==> src/rtl/control_sequencer.sv <==
// control_sequencer
//   Microcoded control unit for a three-register (A, B, Z) datapath.
//   One instruction is accepted from IDLE, then its control steps are
//   issued one per cycle. Every output comes straight from a flop: the
//   values for the next cycle are decoded from the next state and
//   captured on the same edge as the state itself.
//
// Ports
//   clock              rising-edge clock
//   clear              synchronous active-high reset
//   start              execute the instruction on opcode/imm (taken only in IDLE)
//   opcode[1:0]        00 LDI A,imm | 01 ADDI B,A,imm | 10 MV B,Z | 11 illegal
//   imm[IMM_WIDTH-1:0] instruction immediate
//   busy               high in every state except IDLE
//   done               one-cycle completion pulse (FIN)
//   illegal            one-cycle pulse for opcode 11 (ERR)
//   RAout/RBout/RZout  datapath bus-drive enables
//   RAin/RBin/RZin     datapath register-load enables
//   AddImmediate       immediate for the adder (ADD_T1 only, else zero)
//   RegisterAImmediate immediate loaded into A (LDI_T0 only, else zero)
//   state_dbg[2:0]     current FSM state for observation
//
// Handshake: start is a level request sampled only while the FSM is in
// IDLE; the edge that samples it also latches opcode and imm. While busy
// is high, start/opcode/imm are ignored. A new request can be taken at
// the earliest on the edge after the FIN/ERR cycle, so at least one IDLE
// cycle separates instructions.
module control_sequencer #(
  parameter int IMM_WIDTH = 8
) (
  input  logic                 clock,
  input  logic                 clear,
  input  logic                 start,
  input  logic [1:0]           opcode,
  input  logic [IMM_WIDTH-1:0] imm,
  output logic                 busy,
  output logic                 done,
  output logic                 illegal,
  output logic                 RAout,
  output logic                 RBout,
  output logic                 RZout,
  output logic                 RAin,
  output logic                 RBin,
  output logic                 RZin,
  output logic [IMM_WIDTH-1:0] AddImmediate,
  output logic [IMM_WIDTH-1:0] RegisterAImmediate,
  output logic [2:0]           state_dbg
);

  typedef enum logic [2:0] {
    IDLE   = 3'd0,
    LDI_T0 = 3'd1,
    ADD_T1 = 3'd2,
    ADD_T2 = 3'd3,
    MV_T0  = 3'd4,
    FIN    = 3'd5,
    ERR    = 3'd6
  } state_t;

  state_t               state, next_state;
  logic                 accept;
  logic [IMM_WIDTH-1:0] imm_q, imm_d;

  // next-cycle output values, registered below
  logic                 busy_d, done_d, illegal_d;
  logic                 ra_out_d, rb_out_d, rz_out_d;
  logic                 ra_in_d, rb_in_d, rz_in_d;
  logic [IMM_WIDTH-1:0] add_imm_d, rega_imm_d;

  // The opcode is held by the state itself: each opcode selects its own
  // first control state, so only the immediate needs a separate latch.
  always_comb begin
    next_state = state;
    accept     = 1'b0;
    case (state)
      IDLE: begin
        if (start) begin
          accept = 1'b1;
          case (opcode)
            2'b00:   next_state = LDI_T0;
            2'b01:   next_state = ADD_T1;
            2'b10:   next_state = MV_T0;
            default: next_state = ERR;
          endcase
        end
      end
      LDI_T0:  next_state = FIN;
      ADD_T1:  next_state = ADD_T2;
      ADD_T2:  next_state = FIN;
      MV_T0:   next_state = FIN;
      FIN:     next_state = IDLE;
      ERR:     next_state = IDLE;
      default: next_state = IDLE;
    endcase
  end

  // On the accepting edge the latch is loading imm, so the first control
  // cycle must use the incoming value rather than the stale imm_q.
  assign imm_d = accept ? imm : imm_q;

  always_comb begin
    busy_d     = 1'b0;
    done_d     = 1'b0;
    illegal_d  = 1'b0;
    ra_out_d   = 1'b0;
    rb_out_d   = 1'b0;
    rz_out_d   = 1'b0;
    ra_in_d    = 1'b0;
    rb_in_d    = 1'b0;
    rz_in_d    = 1'b0;
    add_imm_d  = '0;
    rega_imm_d = '0;
    busy_d     = (next_state != IDLE);
    case (next_state)
      LDI_T0: begin
        ra_in_d    = 1'b1;
        rega_imm_d = imm_d;
      end
      ADD_T1: begin
        ra_out_d  = 1'b1;
        rz_in_d   = 1'b1;
        add_imm_d = imm_d;
      end
      ADD_T2, MV_T0: begin
        rz_out_d = 1'b1;
        rb_in_d  = 1'b1;
      end
      FIN:     done_d    = 1'b1;
      ERR:     illegal_d = 1'b1;
      default: ;
    endcase
  end

  always_ff @(posedge clock) begin
    if (clear) begin
      state              <= IDLE;
      imm_q              <= '0;
      busy               <= 1'b0;
      done               <= 1'b0;
      illegal            <= 1'b0;
      RAout              <= 1'b0;
      RBout              <= 1'b0;
      RZout              <= 1'b0;
      RAin               <= 1'b0;
      RBin               <= 1'b0;
      RZin               <= 1'b0;
      AddImmediate       <= '0;
      RegisterAImmediate <= '0;
    end else begin
      state              <= next_state;
      imm_q              <= imm_d;
      busy               <= busy_d;
      done               <= done_d;
      illegal            <= illegal_d;
      RAout              <= ra_out_d;
      RBout              <= rb_out_d;
      RZout              <= rz_out_d;
      RAin               <= ra_in_d;
      RBin               <= rb_in_d;
      RZin               <= rz_in_d;
      AddImmediate       <= add_imm_d;
      RegisterAImmediate <= rega_imm_d;
    end
  end

  assign state_dbg = state;

endmodule

==> config.mk <==
export PLATFORM = sky130hd
export DESIGN_NAME = control_sequencer
export DESIGN_NICKNAME = d
export VERILOG_FILES = /design/src/rtl/control_sequencer.sv
export SDC_FILE = /design/constraint.sdc
export NUM_CORES = 1
export LEC_CHECK = 0
export CAP_MARGIN = 20
export CORE_ASPECT_RATIO = 1.25
export CORE_MARGIN = 4
export CORE_UTILIZATION = 48
export CTS_BUF_LIST = sky130_fd_sc_hd__clkbuf_2
export DETAILED_ROUTE_END_ITERATION = 16
export PLACE_DENSITY = 0.94
export SETUP_SLACK_MARGIN = 0.05
export SLEW_MARGIN = 20
export SYNTH_ARGS = -nofsm -noshare
export SYNTH_HDL_FRONTEND = slang
export SYNTH_SLANG_ARGS = --single-unit
==> constraint.sdc <==
create_clock -name clock -period 2.99 [get_ports clock]
set_input_delay 0.598 -clock clock [delete_from_list [all_inputs] [get_ports clock]]
set_output_delay 0.598 -clock clock [all_outputs]
set_load 0.01 [all_outputs]
# After elaboration in Yosys (flattened, before gate mapping)
# Cells that the tools add are included.
[word_totals]
ff_bits = 33
mem_bits_ro = 0
memories = 0
latchBits = 0
mem_bits_rw = 0
output_inout_bits = 28
elab_cells = 42
input_bits = 13
[classes]
div_mod_pow = 0
n_eq_ne = 12
order_cmp = 0
n_shift = 0
muxes = 11
addsub = 0
n_mul = 0
n_reduce_logical = 7
bitwise = 2
[op_table]
columns = ["operator", "n"]
rows = [
  ["$pmux W3 S3", 2],
  ["$eq A3 B2 Y1 const B", 4],
  ["$eq A3 B3 Y1 const B", 4],
  ["$mux W8", 1],
  ["$mux W1", 7],
  ["$eq A3 B1 Y1 const B", 2],
  ["$reduce_or A2 Y1", 3],
  ["$logic_not A3 Y1", 1],
  ["$mux W3", 1],
  ["$reduce_bool A3 Y1", 1],
  ["$reduce_or A3 Y1", 1],
  ["$eq A2 B1 Y1 const B", 1],
  ["$eq A2 B2 Y1 const B", 1],
  ["$logic_not A2 Y1", 1],
  ["$not A1 Y1", 2],
]

# Logic depth before layout (Yosys ltp)
[depth]
ltp_word = 7
ltp_mapped = 5
depth_no_buf = 3

# Worst setup path after synthesis
# OpenSTA, ideal clock, no wires.
[synth_timing]
path_type = "in2reg"
start = "input opcode[1]"
end = "register RegisterAImmediate[0]"
t_arrival_ns = 1.323
setup_ns = 0.064
path_buffers = 1
required_time_ns = 2.926
setup_slack_ns = 1.603
cell_stages = 4
cell_sequence = "or3b_1 -> nand2b_1 -> buf_6 -> nor2_1"
[synth_via]
elab_chain_cells = 7
word_cells_on_any_way = 9
cone_classes = "eq/ne: 3; mux: 3; bitwise: 1; reduce/logical: 2"
[synth_lines]
columns = ["element", "line_no", "source"]
rows = [
  ["from (decl)", "34", "input logic [1:0] opcode,"],
  ["$eq A2 B2 Y1, or another cell as far along", "79", "case (opcode)"],
  ["$pmux W3 S3 (*)", "79", ""],
  ["$mux W3 (*)", "77", "if (start) begin"],
  ["$pmux W3 S3 (*)", "75", "case (state)"],
  ["$eq A3 B1 Y1 (*)", "114", "case (next_state)"],
  ["$not A1 Y1 (no source line) (*)", "n/a", ""],
  ["$reduce_or A2 Y1 (no source line) (*)", "n/a", ""],
  ["to (signal assigned)", "162", "RegisterAImmediate <= rega_imm_d;"],
  ["to (decl)", "46", "output logic [IMM_WIDTH-1:0] RegisterAImmediate,"],
]
# Mark *: on every way between the ends. The rest lies on a longest branch, timed or not.
# A chain may end at the register's enable or synchronous reset.

# Final worst setup path
[layout_timing]
start = "register state[2], in the netlist state_dbg[2]"
end = "output state_dbg[2]"
[layout_lines]
columns = ["element", "line_no", "source"]
rows = [
  ["from (decl)", "60", "state_t state, next_state;"],
  ["from (signal assigned)", "150", "state <= next_state;"],
  ["to (decl)", "47", "output logic [2:0] state_dbg"],
]
# No word-level cell between the ends.

==> impl_metrics.env <==
export IMPL_core_um2=2190
export IMPL_worstSetupStartpointType="register"
export IMPL_p_leak_nw=0.593
export IMPL_p_seq_share_pct=58.1
export IMPL_setup_viol=0
export IMPL_synthCells=100
export IMPL_vias=803
export IMPL_path_buf_inv=1
export IMPL_post_dp_hpwl_mm=1.64
export IMPL_start_util_pct=49.9
export IMPL_dieHeight_um=61.3
export IMPL_min_path_cells=2
export IMPL_grt_pass1_wl_mm=3.53
export IMPL_cap_violations=0
export IMPL_drtPass1Iterations=3
export IMPL_die_area_um2=3100
export IMPL_dpl_cell_count=164
export IMPL_drt_iter0_drc=7
export IMPL_cts_made_buffers=5
export IMPL_yosys_register_bits=33
export IMPL_cp_required_ps=2390
export IMPL_pwr_share_comb_pct=18.1
export IMPL_drt_total_wl_mm=2.15
export IMPL_fin_cells=172
export IMPL_p_clk_share_pct=23.7
export IMPL_critPathKind="reg -> out"
export IMPL_fp_row_count=19
export IMPL_period_share_pct=72.4
export IMPL_cp_top_family="buffers and inverters"
export IMPL_io_buffers=39
export IMPL_clock_latency_ps=350
export IMPL_cts_max_path_buffers=2
export IMPL_grtUsageMet3_pct=7.26
export IMPL_yosys_warnings=0
export IMPL_cts_resized=0
export IMPL_syn2layout_area_growth_pct=38.5
export IMPL_hold_worst_slack_ps=512
export IMPL_vdd_drop_max_mv=0.353
export IMPL_grt_max_degree=15
export IMPL_internal_power_mw=0.620
export IMPL_met1_usage_pct=16.1
export IMPL_drive_above_1_share_pct=9.93
export IMPL_placed_area_um2=1470
export IMPL_stdcell_area_um2=1510
export IMPL_rsz0062_at_grt="false"
export IMPL_worst_slew_pin_slew_ps=533
export IMPL_root_buffer="clkbuf_2"
export IMPL_slowest_delay_ps=620
export IMPL_synth_distinct_cells=24
export IMPL_slew_headroom_pct=64.4
export IMPL_postCtsSetupBuffers=0
export IMPL_nets=153
export IMPL_via_per_inst=4.67
export IMPL_synth_nets=113
export IMPL_p_per_area_nw_per_um2=556
export IMPL_outcome="completed"
export IMPL_cts_sinks=33
export IMPL_seq_area_frac_synth_pct=60.6
export IMPL_antenna_found_initial=0
export IMPL_grt_pass1_vias=786
export IMPL_fin_tns_setup_ps=0
export IMPL_fin_crit_ps=2160
export IMPL_ant_nets=0
export IMPL_worstHoldPathType="reg -> reg"
export IMPL_worstSetupEndpointType="output pin"
export IMPL_grt_ovfl_total=0
export IMPL_cts_hold_buf=0
export IMPL_max_freq_mhz=462
export IMPL_path_clk_slew_ps=140
export IMPL_place_congestion=0.765
export IMPL_crit_fanout=11
export IMPL_switchingPower_mw=0.220
export IMPL_drcViolationCount=0
export IMPL_hold_viol=0
export IMPL_htreeDepth=2
export IMPL_rr_worst_depth=4
export IMPL_grt_met2_usage_pct=28.2
export IMPL_netlist_area_um2=1090
export IMPL_arrival_ps=1570
export IMPL_p_sw_share_pct=26.2
export IMPL_grt_busiest_layer="met2"
export IMPL_wl_per_cell_um=12.5
export IMPL_worstSetupPathDepth=1
export IMPL_num_io_pins=41
export IMPL_cts_tree="done"
export IMPL_critPathSlowestCell="clkdlybuf4s50_1"
export IMPL_maxSlewViolCount=0
export IMPL_gr_usage_all_layers_pct=16.3
export IMPL_diodes=0
export IMPL_die_w_um=50.6
export IMPL_finClkSkew_ps=5.36
export IMPL_path_cells="clkdlybuf4s50_1"
export IMPL_avgSynthCellArea_um2=10.9
## per-layer routing
| layer | up-vias | routed length [um] |
|---|---|---|
| met3 | 7 | 189 |
| met5 | - | 0 |
| met2 | 35 | 1040 |
| met1 | 359 | 847 |
| li1 | 402 | - |
| met4 | 0 | 67 |
## sequential cells by signal, summed over array words and instances (netlist names)
| signal | flops |
|---|---|
| AddImmediate | 8 |
| illegal | 1 |
| state_dbg | 3 |
| imm_q | 8 |
| RZin | 1 |
| done | 1 |
| RBin | 1 |
| RegisterAImmediate | 8 |
| RAin | 1 |
| busy | 1 |
## final cells by class
type | count | area [um2]
Multi-Input combinational cell | 57 | 363
Fill cell | 184 | 676
Sequential cell | 33 | 661
Inverter | 3 | 11.3
Clock buffer | 8 | 40.0
Tap cell | 31 | 38.8
Timing Repair Buffer | 40 | 398
## stage by stage
stage               utilization [%]  power (mW)  setup slack [ps]
floorplan                         -       0.589              1600
global placement               67.3       0.645               902
detailed placement             67.3       0.651               850
CTS                            69.1       0.852               777
global route                   69.1       0.890               716
finish                         69.1       0.840               825
## power by group through the flow
| stage | logic [mW] | registers (mW) | clock network [mW] |
|---|---|---|---|
| 2_1_floorplan | 0.0906 | 0.498 | 0 |
| 3_3_place_gp | 0.148 | 0.497 | 0 |
| 3_5_place_dp | 0.153 | 0.498 | 0 |
| 4_1_cts | 0.153 | 0.489 | 0.210 |
| 5_1_grt | 0.167 | 0.493 | 0.230 |
| 6_report | 0.152 | 0.488 | 0.199 |
## synth_stat cells
master / count / share of area, %
nor2_1: 22 / 7.6
nor4_4: 1 / 1.9
inv_1: 3 / 1.0
nor3_1: 1 / 0.46
or3_1: 1 / 0.57
or2_2: 1 / 0.57
a211oi_1: 2 / 1.4
or3b_1: 1 / 0.80
and4_2: 1 / 0.92
a21oi_1: 3 / 1.4
a21o_2: 1 / 0.80
dfxtp_1: 33 / 61
and2_1: 5 / 2.9
mux2i_1: 8 / 7.3
buf_4: 4 / 2.8
a31oi_1: 1 / 0.57
clkbuf_1: 1 / 0.34
nor2b_1: 1 / 0.57
nor3b_1: 4 / 2.8
conb_1: 1 / 0.34
nand3_1: 1 / 0.46
buf_6: 2 / 2.1
nand2b_1: 1 / 0.57
nor4b_2: 1 / 1.4
## final timing paths
path                 from      endpoint  slack (ps)
max          state_dbg[2]  state_dbg[2]         830
min              imm_q[0]      imm_q[0]         510
min reg2reg      imm_q[0]      imm_q[0]         510
max reg2reg  state_dbg[2]      imm_q[6]        1550
## cells by family (layout without fill, tap and decap cells)
group	after synthesis	after routing	synth area share [%]
and+or+nand+nor	41	41	21.4
DFF	33	33	60.6
buffers and inverters	10	51	6.19
muxes	8	8	7.34
AOI/OAI and AO/OA	7	7	4.13
other	1	1	0.344
## layout by cell type, fill, tap and decap left out, drive strengths merged, types with 2 or more instances in the layout
cell type,instances
clkdlybuf4s50,39
dfxtp,33
nor2,22
mux2i,8
clkbuf,8
and2,5
nor3b,4
a21oi,3
inv,3
a211oi,2
Power figures use the tool's default switching activity.
